===== config.mk =====
export PLATFORM = sky130hd
export DESIGN_NAME = mem_port_arbiter
export DESIGN_NICKNAME = d
export VERILOG_FILES = /design/src/rtl/mem_port_arbiter_pkg.sv /design/src/rtl/mem_port_arbiter_rr_arbiter.sv /design/src/rtl/mem_port_arbiter.sv
export SDC_FILE = /design/constraint.sdc
export NUM_CORES = 1
export LEC_CHECK = 0
export BUFFER_PORTS_ARGS = -buffer_cell sky130_fd_sc_hd__buf_2
export CORE_AREA = 2 2 207 209
export CTS_CLUSTER_SIZE = 14
export DETAILED_ROUTE_END_ITERATION = 8
export DIE_AREA = 0 0 209 211
export PLACE_DENSITY_LB_ADDON = 0.25
export RECOVER_POWER = 25
export REMOVE_ABC_BUFFERS = 1
export SLEW_MARGIN = 10
export SYNTH_ARGS = -nofsm -noshare
export SYNTH_HDL_FRONTEND = slang
export SYNTH_SLANG_ARGS = --single-unit

===== constraint.sdc =====
create_clock -name clk -period 3.84 [get_ports clk]
set_clock_uncertainty 0.15 [all_clocks]
set_input_delay 0.192 -clock clk [delete_from_list [all_inputs] [get_ports clk]]
set_output_delay 0.192 -clock clk [all_outputs]
set_load 0.02 [all_outputs]

===== src/rtl/mem_port_arbiter_pkg.sv =====
`default_nettype none
// ============================================================================
//  Module      : mem_port_arbiter_pkg
//  Description : Shared memory-interface types, requester indices and the
//                tag-table entry layout used by the memory-port arbiter.
//  Revision    : 1.0 - initial release
// ============================================================================
package mem_port_arbiter_pkg;

  // Memory interface types
  typedef enum logic [1:0] {
    MEM_NONE  = 2'h0,
    MEM_LOAD  = 2'h1,
    MEM_STORE = 2'h2
  } mem_command_t;

  localparam int MEM_TAG_W = 4;
  typedef logic [MEM_TAG_W-1:0] mem_tag_t;
  typedef logic [31:0]          addr_t;
  typedef logic [63:0]          mem_block_t;

  // Requester indices into the arbiter's request vectors
  localparam int REQ_WB      = 0;
  localparam int REQ_Q       = 1;
  localparam int REQ_R       = 2;
  localparam int NUM_MEM_REQ = 3;

  localparam int REQ_IDX_W = (NUM_MEM_REQ > 1) ? $clog2(NUM_MEM_REQ) : 1;

  // One slot of the tag table: which requester owns an in-flight load
  typedef struct packed {
    logic                 valid;
    logic [REQ_IDX_W-1:0] owner;
  } tag_entry_t;

endpackage
`default_nettype wire


===== src/rtl/mem_port_arbiter_rr_arbiter.sv =====
`default_nettype none
// ============================================================================
//  Module      : rr_arbiter
//  Description : Combinational round-robin picker. The search starts at ptr
//                and wraps; the first asserted request wins.
//  Revision    : 1.0 - initial release
// ============================================================================
module rr_arbiter #(
  parameter int N  = 3,
  parameter int IW = (N > 1) ? $clog2(N) : 1
) (
  input  logic [N-1:0]  req,
  input  logic [IW-1:0] ptr,
  output logic [N-1:0]  grant,
  output logic [IW-1:0] winner,
  output logic          any
);

  int idx;

  // Scan requesters in rotated order starting at ptr; latch the first hit
  always_comb begin
    grant  = '0;
    winner = '0;
    any    = 1'b0;
    idx    = 0;
    for (int k = 0; k < N; k++) begin
      idx = (int'(ptr) + k) % N;
      if (!any && req[idx]) begin
        any        = 1'b1;
        grant[idx] = 1'b1;
        winner     = IW'(idx);
      end
    end
  end

endmodule
`default_nettype wire


===== src/rtl/mem_port_arbiter.sv =====
`default_nettype none
// ============================================================================
//  Module      : mem_port_arbiter
//  Description : Shares one memory port between write-back, query fetch and
//                reference fetch. Round-robin grant, tag table routing of
//                returned load data, per-requester outstanding-load limits.
//  Revision    : 1.0 - initial release
// ============================================================================
module mem_port_arbiter
  import mem_port_arbiter_pkg::*;
#(
  parameter int NUM_REQ   = NUM_MEM_REQ,
  parameter int MAX_OUTST = 8,
  parameter int TAG_W     = MEM_TAG_W
) (
  input  logic               clk,
  input  logic               rst,
  input  logic [NUM_REQ-1:0] req_valid,
  input  mem_command_t       req_cmd [NUM_REQ],
  input  addr_t              req_addr [NUM_REQ],
  input  mem_block_t         req_data [NUM_REQ],
  output logic [NUM_REQ-1:0] req_ready,
  output logic [NUM_REQ-1:0] rsp_valid,
  output mem_block_t         rsp_data,
  input  logic [TAG_W-1:0]   mem2proc_transaction_tag,
  input  mem_block_t         mem2proc_data,
  input  logic [TAG_W-1:0]   mem2proc_data_tag,
  output mem_command_t       proc2mem_command,
  output addr_t              proc2mem_addr,
  output mem_block_t         proc2mem_data,
  output logic               idle,
  output logic               err
);

  // Owner field width comes from the shared tag_entry_t layout
  localparam int IDX_W    = REQ_IDX_W;
  localparam int CNT_W    = $clog2(MAX_OUTST + 1);
  localparam int NUM_TAGS = 1 << TAG_W;

  logic [IDX_W-1:0] rr_ptr;
  tag_entry_t       tag_table [NUM_TAGS];
  logic [CNT_W-1:0] outst [NUM_REQ];
  logic             err_r;

  logic [NUM_REQ-1:0] eligible;
  logic [NUM_REQ-1:0] grant;
  logic [IDX_W-1:0]   winner;
  logic               any_grant;
  mem_command_t       win_cmd;
  logic               accept;
  logic               load_accept;
  logic [IDX_W-1:0]   next_ptr;

  tag_entry_t         rsp_entry;
  tag_entry_t         alloc_entry;
  logic               data_tag_nz;
  logic               rsp_hit;
  logic               unmatched;
  logic               alloc_clash;
  logic [IDX_W-1:0]   rsp_owner;

  logic [NUM_REQ-1:0] cnt_inc;
  logic [NUM_REQ-1:0] cnt_dec;
  logic               any_outst;

  // Loads need a free outstanding slot; stores are untracked and always eligible
  generate
    for (genvar i = 0; i < NUM_REQ; i++) begin : g_elig
      assign eligible[i] = req_valid[i] && (req_cmd[i] != MEM_NONE) &&
                           ((req_cmd[i] == MEM_STORE) || (outst[i] < CNT_W'(MAX_OUTST)));
      assign cnt_inc[i]  = load_accept && (winner == IDX_W'(i));
      assign cnt_dec[i]  = rsp_hit && (rsp_owner == IDX_W'(i));
    end
  endgenerate

  rr_arbiter #(
    .N  (NUM_REQ),
    .IW (IDX_W)
  ) u_rr (
    .req    (eligible),
    .ptr    (rr_ptr),
    .grant  (grant),
    .winner (winner),
    .any    (any_grant)
  );

  assign win_cmd     = req_cmd[winner];
  assign accept      = !rst && any_grant && (mem2proc_transaction_tag != '0);
  assign load_accept = accept && (win_cmd == MEM_LOAD);
  assign next_ptr    = (winner == IDX_W'(NUM_REQ - 1)) ? '0 : winner + IDX_W'(1);

  // Response lookup and allocation-target lookup in the tag table
  assign rsp_entry   = tag_table[mem2proc_data_tag];
  assign alloc_entry = tag_table[mem2proc_transaction_tag];
  assign data_tag_nz = (mem2proc_data_tag != '0);
  assign rsp_hit     = !rst && data_tag_nz && rsp_entry.valid;
  assign rsp_owner   = rsp_entry.owner;
  assign unmatched   = data_tag_nz && !rsp_entry.valid;
  // A tag retiring in the same cycle it is re-issued is a legal reuse, not a clash
  assign alloc_clash = load_accept && alloc_entry.valid &&
                       !(rsp_hit && (mem2proc_data_tag == mem2proc_transaction_tag));

  // Drive the memory port from the winner and route returned data to its owner
  always_comb begin
    proc2mem_command = MEM_NONE;
    proc2mem_addr    = '0;
    proc2mem_data    = '0;
    req_ready        = '0;
    rsp_valid        = '0;
    rsp_data         = '0;
    if (!rst && any_grant) begin
      proc2mem_command = win_cmd;
      proc2mem_addr    = req_addr[winner];
      if (win_cmd == MEM_STORE) begin
        proc2mem_data = req_data[winner];
      end
    end
    if (accept) begin
      req_ready = grant;
    end
    if (rsp_hit) begin
      rsp_valid[rsp_owner] = 1'b1;
      rsp_data             = mem2proc_data;
    end
  end

  // Reduce outstanding counters for the idle indication
  always_comb begin
    any_outst = 1'b0;
    for (int i = 0; i < NUM_REQ; i++) begin
      if (outst[i] != '0) begin
        any_outst = 1'b1;
      end
    end
  end

  assign idle = !rst && !any_outst && !(|req_valid);
  assign err  = !rst && err_r;

  // Round-robin pointer advances only when memory takes the command
  always_ff @(posedge clk) begin
    if (rst) begin
      rr_ptr <= '0;
    end else if (accept) begin
      rr_ptr <= next_ptr;
    end
  end

  // Tag table: retire on response first, so a same-cycle allocation overrides it
  always_ff @(posedge clk) begin
    if (rst) begin
      for (int t = 0; t < NUM_TAGS; t++) begin
        tag_table[t] <= '0;
      end
    end else begin
      if (rsp_hit) begin
        tag_table[mem2proc_data_tag].valid <= 1'b0;
      end
      if (load_accept) begin
        tag_table[mem2proc_transaction_tag] <= '{valid: 1'b1, owner: winner};
      end
    end
  end

  // Outstanding-load counters; issue and retire in one cycle cancel out
  always_ff @(posedge clk) begin
    if (rst) begin
      for (int i = 0; i < NUM_REQ; i++) begin
        outst[i] <= '0;
      end
    end else begin
      for (int i = 0; i < NUM_REQ; i++) begin
        if (cnt_inc[i] && !cnt_dec[i]) begin
          outst[i] <= outst[i] + CNT_W'(1);
        end else if (cnt_dec[i] && !cnt_inc[i]) begin
          outst[i] <= outst[i] - CNT_W'(1);
        end
      end
    end
  end

  // Sticky protocol error: unknown returning tag or overwrite of a live tag
  always_ff @(posedge clk) begin
    if (rst) begin
      err_r <= 1'b0;
    end else if (unmatched || alloc_clash) begin
      err_r <= 1'b1;
    end
  end

endmodule
`default_nettype wire

==> flow_metrics.py, run 1 <==
metrics = {
    "global_routing": {
        "grt_pass1_wl_mm": 51.6,
        "grt_max_degree": 98,
        "grt_pass1_vias": 7601,
        "track_usage_pct": 15.9,
        "antenna_found_initial": 31,
        "grt_overflow": 0,
    },
    "timing": {
        "worst_pin_slew_ps": 881,
        "finalCritPeriodShare_pct": 94.6,
        "setup_viol": 0,
        "slew_viol_final": 0,
        "slew_headroom_pct": 41.3,
        "clock.fmax_mhz": 275,
        "final-hold-violation-count": 0,
        "holdWs_ps": 145,
        "rsz0062_at_grt": "no",
        "period_minus_slack_ps": 3630,
    },
    "floorplan": {
        "die_area_um2": 44100,
        "coreArea_um2": 41800,
        "initial_utilization_pct": 14.2,
        "fp.dieH_um": 211,
        "die_w_um": 209,
        "fp-row-count": 75,
        "top_level_ports": 541,
    },
    "logic_synthesis": {
        "synth_cell_types": 68,
        "synth_edf_count": 44,
        "synth-seq-cells": 63,
        "synth_area_um2": 5930,
        "yosysSeqAreaShare_pct": 28.7,
        "synth_ff_type": "edfxtp_1",
        "async_flop_share_pct": 0,
        "syn_inst": 705,
        "yosysWarningCount": 0,
        "avgSynthCellArea_um2": 8.42,
    },
    "worst_setup_path": {
        "r2r-start": "rr_ptr[0]",
        "crit_arrival_ps": 3290,
        "endpoint_kind": "output pin",
        "cp_max_fo": 22,
        "crit_required_ps": 3500,
        "critPathKind": "reg2out",
        "start_kind": "flop",
        "startpoint": "rr_ptr[0]",
    },
    "finish": {
        "drive_gt1_share_pct": 47.5,
        "nNetsFinal": 1595,
        "area.growth.synth_to_final_pct": 61.0,
    },
    "power": {
        "clkPwrFrac_pct": 28.2,
        "p_leak_nw": 4.50,
        "seqPwrFrac_pct": 27.9,
        "ir_worst_vdd_mv": 0.220,
        "power_mw": 2.83,
        "p_int_mw": 1.76,
        "p_switching_mw": 1.07,
        "switching_share_pct": 37.8,
        "power_density_nw_per_um2": 296,
        "power_frac_comb_pct": 43.9,
    },
    "placed_design": {
        "portBuffers": 540,
        "hpwlAfterDp_mm": 31.8,
        "globalplace.congestion": 0.843,
    },
    "worst_hold_path": {
        "hold_class": "in2reg",
        "hp-start": "rst",
    },
    "clock_network": {
        "htree_levels": 3,
        "clock-sinks": 63,
        "cts_tree": "yes",
        "hold_buffers": 0,
        "cts-root-buf": "clkbuf_16",
        "cts_buffer_depth": 2,
        "cts_buffers": 9,
        "cts.reportedPaths.clkPinSlew_ps": 50,
        "post_cts_buffers": 0,
        "clk_latency_ps": 330,
    },
    "outcome": {
        "status": "finished with violations",
        "violations": "design-rule violations",
    },
    "detailed_routing": {
        "wl_per_cell_um": 21.7,
        "vias_per_cell": 4.67,
        "drc": 13,
        "routed_wl_mm": 38.5,
        "via_count": 8273,
        "antenna_left": 0,
        "drtPass1Iterations": 9,
        "drt_iter0_markers": 1088,
    },
    "flow_run": {
        "max_cap_violations": 0,
    },
}
Yosys cell counts (7+ instances only):
library cell,n,share of area (%)
a222oi_1,97,16
ha_1,11,2.3
nor2_1,151,9.6
nor3_1,12,1.0
o211ai_1,10,1.3
buf_2,16,1.3
dfxtp_1,19,6.4
xor2_1,8,1.2
nor2b_1,7,0.74
inv_1,14,0.89
nand3_1,15,1.3
edfxtp_1,44,22
and2_1,65,6.9
a21oi_1,9,0.76
clkbuf_1,49,3.1
mux4_2,17,6.5
nand2_1,59,3.7
kinds of logic (layout without fill, tap and decap cells):
logic type	after synthesis	in the layout	share of synthesized area, %
compound gates	160	160	24.6
fa+ha+maj	13	13	2.99
xor+xnor	14	14	2.07
other cells	1	18	0.0632
buf+inv	89	599	6.47
simple gates	343	343	27.8
mux	22	22	7.38
flops	63	63	28.7
path summary, 6_finish.rpt:
kind / endpoint / slack, ps / cells after the start
max reg2reg: outst[0][3] / 280 / 15
max: proc2mem_data[26] / 210 / 10
min reg2reg: tag_table[0][2] / 350 / 1
min: tag_table[0][2] / 150 / 2
stage by stage:
step                instances  setup slack, ps  area (µm²)  setup TNS, ps  utilization [%]
global route             1768             2.36        9540              0             22.9
floorplan                 632            -1630        5610        -191980                -
detailed placement       1739              167        9270              0             22.2
global placement         1739              196        9270              0             22.2
finish                   1771              206        9550              0             22.9
CTS                      1755             72.9        9570              0             22.9
flip-flops by register name (all words and copies together), names as in the netlist:
name       cells
rr_ptr         2
err_r          1
tag_table     48
outst         12
per-layer routing:
metal,routed length (µm),global-route usage (%),share of wire [%],vias to the layer above
met5,69,0,0.18,-
met4,1090,7.98,2.8,10
met3,3310,4.33,8.6,56
met2,18100,24.6,47,459
met1,16000,20.4,41,4004
li1,-,-,-,3744
layout by cell type (no fill, tap or decap), types with 3 or more instances in the layout:
cell type,instances
a21o_1,3
a21oi_1,9
a222oi_1,97
and2_0,15
and2_1,50
buf_12,3
buf_2,495
buf_4,23
clkbuf_1,47
clkbuf_16,9
clkinv_1,3
dfxtp_1,19
diode_2,16
edfxtp_1,44
ha_1,9
inv_1,14
mux2i_1,3
mux4_2,17
nand2_1,59
nand2b_1,3
nand3_1,15
nand4_1,3
nor2_1,149
nor2b_1,7
nor3_1,11
nor4_1,5
o211a_1,3
o211ai_1,10
o21ai_0,6
o22ai_1,5
o311ai_0,5
or3_1,4
xnor2_1,6
xor2_1,8
cell type report:
class	count	area (µm²)
clock buffers	10	229
well taps	539	674
flip-flops and latches	63	1700
inverters	15	56.3
multi-input cells	554	3900
clock inverters	6	60.1
repair buffers	568	2890
diodes	16	40.0
fillers	4670	32200
power by group through the flow:
stage	Clock [mW]	Combinational [mW]	Sequential, mW
2_1_floorplan	0	0.653	0.794
3_5_place_dp	0	1.22	0.804
3_3_place_gp	0	1.22	0.804
4_1_cts	0.819	1.23	0.790
6_report	0.797	1.24	0.790
5_1_grt	0.849	1.33	0.794
what timing repair did:
action | in CTS | in global routing
endpoints found under the setup margin | 54 | 55
resized for setup | 3 | 5
pin swaps | 0 | 1
endpoints found under the hold margin | 0 | 0
critical path, cell delays in order (launching register included):
cell and delay (ps):
dfxtp_1 370, inv_1 80, ha_2 420, inv_1 140, a21boi_4 200, nand2_1 130, or3_4 480, buf_4 270
a222oi_1 580, nor2_1 100, buf_2 180
Note: power is estimated with default switching activity, not from simulation.
==> run 2: changes to the inputs <==
--- a/config.mk
+++ b/config.mk
@@ -6,14 +6,15 @@
 export NUM_CORES = 1
 export LEC_CHECK = 0
 export BUFFER_PORTS_ARGS = -buffer_cell sky130_fd_sc_hd__buf_2
-export CORE_AREA = 2 2 207 209
+export CORE_AREA = 2 2 212 214
 export CTS_CLUSTER_SIZE = 14
 export DETAILED_ROUTE_END_ITERATION = 8
-export DIE_AREA = 0 0 209 211
+export DIE_AREA = 0 0 214 216
 export PLACE_DENSITY_LB_ADDON = 0.25
 export RECOVER_POWER = 25
 export REMOVE_ABC_BUFFERS = 1
 export SLEW_MARGIN = 10
 export SYNTH_ARGS = -nofsm -noshare
 export SYNTH_HDL_FRONTEND = slang
+export SYNTH_HIERARCHICAL = 1
 export SYNTH_SLANG_ARGS = --single-unit
==> flow_metrics.py, run 2 <==
metrics = {
    "power": {
        "clkPwrFrac_pct": 24.7,
        "p_switching_mw": 1.49,
        "p_leak_nw": 5.21,
        "power_mw": 3.62,
        "power_frac_comb_pct": 53.2,
        "ir_worst_vdd_mv": 0.261,
        "seqPwrFrac_pct": 22.1,
        "p_int_mw": 2.13,
        "power_density_nw_per_um2": 322,
        "switching_share_pct": 41.2,
    },
    "worst_setup_path": {
        "crit_arrival_ps": 3340,
        "endpoint_kind": "output pin",
        "r2r-start": "outst[1][3]",
        "reg2reg_to": "outst[2][2]",
        "critPathKind": "reg2out",
        "crit_required_ps": 3500,
        "startpoint": "outst[1][3]",
        "cp_max_fo": 48,
        "start_kind": "flop",
        "reg2regPathDepth": 14,
        "rrSetupSlack_ps": 160,
        "crit_end": "proc2mem_data[8]",
    },
    "logic_synthesis": {
        "async_flop_share_pct": 0,
        "synth_common_cells": "nor2_1 (230), a21oi_1 (109), mux2i_1 (108)",
        "synth_area_um2": 7100,
        "yosysWarningCount": 6,
        "yosysSeqAreaShare_pct": 24.0,
        "synth_cell_types": 69,
        "yosys.area.top_type_share_pct": 18.6,
        "yosys.area.top_type": "edfxtp_1",
        "synth.area.top_cells": "edfxtp_1 (19%), mux2i_1 (15%), nor2_1 (12%), a21oi_1 (7.7%), and2_1 (6.3%)",
        "synth_edf_count": 44,
        "synth.most_common_cell": "nor2_1",
        "synth_ff_type": "edfxtp_1",
        "syn_inst": 942,
        "synth-seq-cells": 63,
        "avgSynthCellArea_um2": 7.54,
    },
    "global_routing": {
        "antenna_found_initial": 22,
        "grt_overflow": 0,
        "grt_pass1_wl_mm": 54.8,
        "track_usage_pct": 15.5,
        "grt_pass1_vias": 8954,
        "grt_max_degree": 100,
    },
    "finish": {
        "largest_reg_flops": 48,
        "area.growth.synth_to_final_pct": 58.5,
        "drive_gt1_share_pct": 43.0,
        "regMostFlops": "tag_table",
        "nNetsFinal": 1863,
        "layout_common_cells": "buf_2 (490), nor2_1 (229), mux2i_1 (106)",
        "final_common_cell": "buf_2",
        "largest_registers": "tag_table: 48 flops, outst: 12 flops, rr_ptr: 2 flops",
        "fin_util_pct": 25.7,
    },
    "timing": {
        "clock.fmax_mhz": 271,
        "finalCritPeriodShare_pct": 95.9,
        "worst_pin_slew_ps": 1010,
        "setup_viol": 0,
        "period_minus_slack_ps": 3680,
        "final-hold-violation-count": 0,
        "slew_headroom_pct": 31.5,
        "slew_viol_final": 0,
    },
    "outcome": {
        "status": "finished, final reports clean",
    },
    "floorplan": {
        "initial_utilization_pct": 16.2,
        "fp-row-count": 77,
        "die_w_um": 214,
        "coreArea_um2": 43800,
        "die_area_um2": 46200,
        "fp.dieH_um": 216,
        "top_level_ports": 541,
    },
    "detailed_routing": {
        "routed_wl_mm": 38.1,
        "drt_iter0_markers": 367,
        "antenna_left": 0,
        "drtPass1Iterations": 4,
        "vias_per_cell": 4.34,
        "wl_per_cell_um": 18.2,
        "via_count": 9075,
        "drc": 0,
    },
    "placed_design": {
        "globalplace.congestion": 0.913,
        "portBuffers": 540,
        "hpwlAfterDp_mm": 31.7,
    },
    "worst_hold_path": {
        "hold_class": "in2reg",
    },
    "clock_network": {
        "cts.reportedPaths.clkPinSlew_ps": 60,
        "cts_buffer_depth": 2,
        "clk_latency_ps": 330,
        "htree_levels": 3,
        "hold_buffers": 0,
        "cts_tree": "yes",
        "clock-sinks": 63,
        "cts_buffers": 9,
        "cts-root-buf": "clkbuf_16",
    },
    "flow_run": {
        "max_cap_violations": 0,
    },
}
[run 2: cell types whose count changed after synthesis, sizes merged, moves of 10 or more]
cell	change
nor2	+79
nand2	-36
a31o	+13
clkbuf	+10
o21ai	+13
nor3	+18
a21oi	+100
mux2i	+106
a222oi	-97
[run 2: worst min path at each step]
stage | start | endpoint | slack (ps) | cells past startpoint
final | mem2proc_data_tag[3] | tag_table[15][2] | 240 | 3
after global routing | mem2proc_data_tag[3] | tag_table[15][2] | 260 | 3
after CTS | rst | tag_table[4][1] | 110 | 2
after detailed placement | err_r | err_r | 310 | 2
after global placement | err_r | err_r | 300 | 2
after floorplan | rst | rr_ptr[0] | 110 | 1
[run 2: through the flow]
step	worst slack, ps	setup TNS [ps]	hold slack, ps	std cells	cell area [µm²]
CTS	9.61	0	115	2070	11100
finish	156	0	235	2089	11300
detailed placement	-50.6	-86.2	310	2053	10800
global placement	-7.93	-7.93	299	2053	10800
global route	-13.6	-24.3	259	2085	11200
floorplan	-12340	-2317660	111	858	6730
[run 2: logic make-up (layout without fill, tap and decap cells)]
family | after synthesis | in the layout | share of synthesized area [%]
AOI/OAI and AO/OA | 186 | 186 | 15.7
xor gates and xnor gates | 10 | 10 | 1.23
adders and majority gates | 13 | 13 | 2.50
buffers and inverters | 104 | 645 | 6.27
DFF | 63 | 63 | 24.0
muxes | 127 | 127 | 21.0
other | 1 | 15 | 0.0528
and+or+nand+nor | 438 | 438 | 29.2
[run 2: final cells by class]
cell class / instances / area [µm²]
diodes: 13 / 32.5
clock buffers: 9 / 225
clock inverters: 7 / 103
fillers: 4894 / 32600
inverters: 19 / 71.3
multi-input cells: 776 / 5100
flip-flops and latches: 63 / 1710
well taps: 592 / 741
repair buffers: 610 / 3280
[run 2: what timing repair did]
action                     CTS  global route
setup buffers                1             6
resized for setup            7            27
pin swaps                    1            10
setup endpoints to repair   37           102
[run 2: per-layer routing]
layer | part of all wire, % | vias to the layer above | GRT usage (%)
li1 | - | 4394 | -
met1 | 37 | 4175 | 16.3
met2 | 53 | 441 | 29.7
met3 | 6.3 | 63 | 2.73
met4 | 3.7 | 2 | 7.65
met5 | 0.053 | - | 0
[run 2: worst max-delay path, stage by stage, from the launching register on]
cell	delay, ps
edfxtp_1	420
nand2_1	110
o211a_4	170
buf_4	160
nand2b_4	70
o32a_1	370
a21oi_4	190
buf_4	430
buf_6	400
nor2_1	90
a21oi_1	290
nor2_1	90
buf_2	180
[run 2: power groups by stage]
stage          Clock (mW)  Combinational (mW)  Sequential [mW]
2_1_floorplan           0                1.20            0.802
3_3_place_gp            0                1.88            0.812
3_5_place_dp            0                1.88            0.813
4_1_cts             0.910                1.90            0.799
5_1_grt             0.940                2.11            0.805
6_report            0.894                1.93            0.801
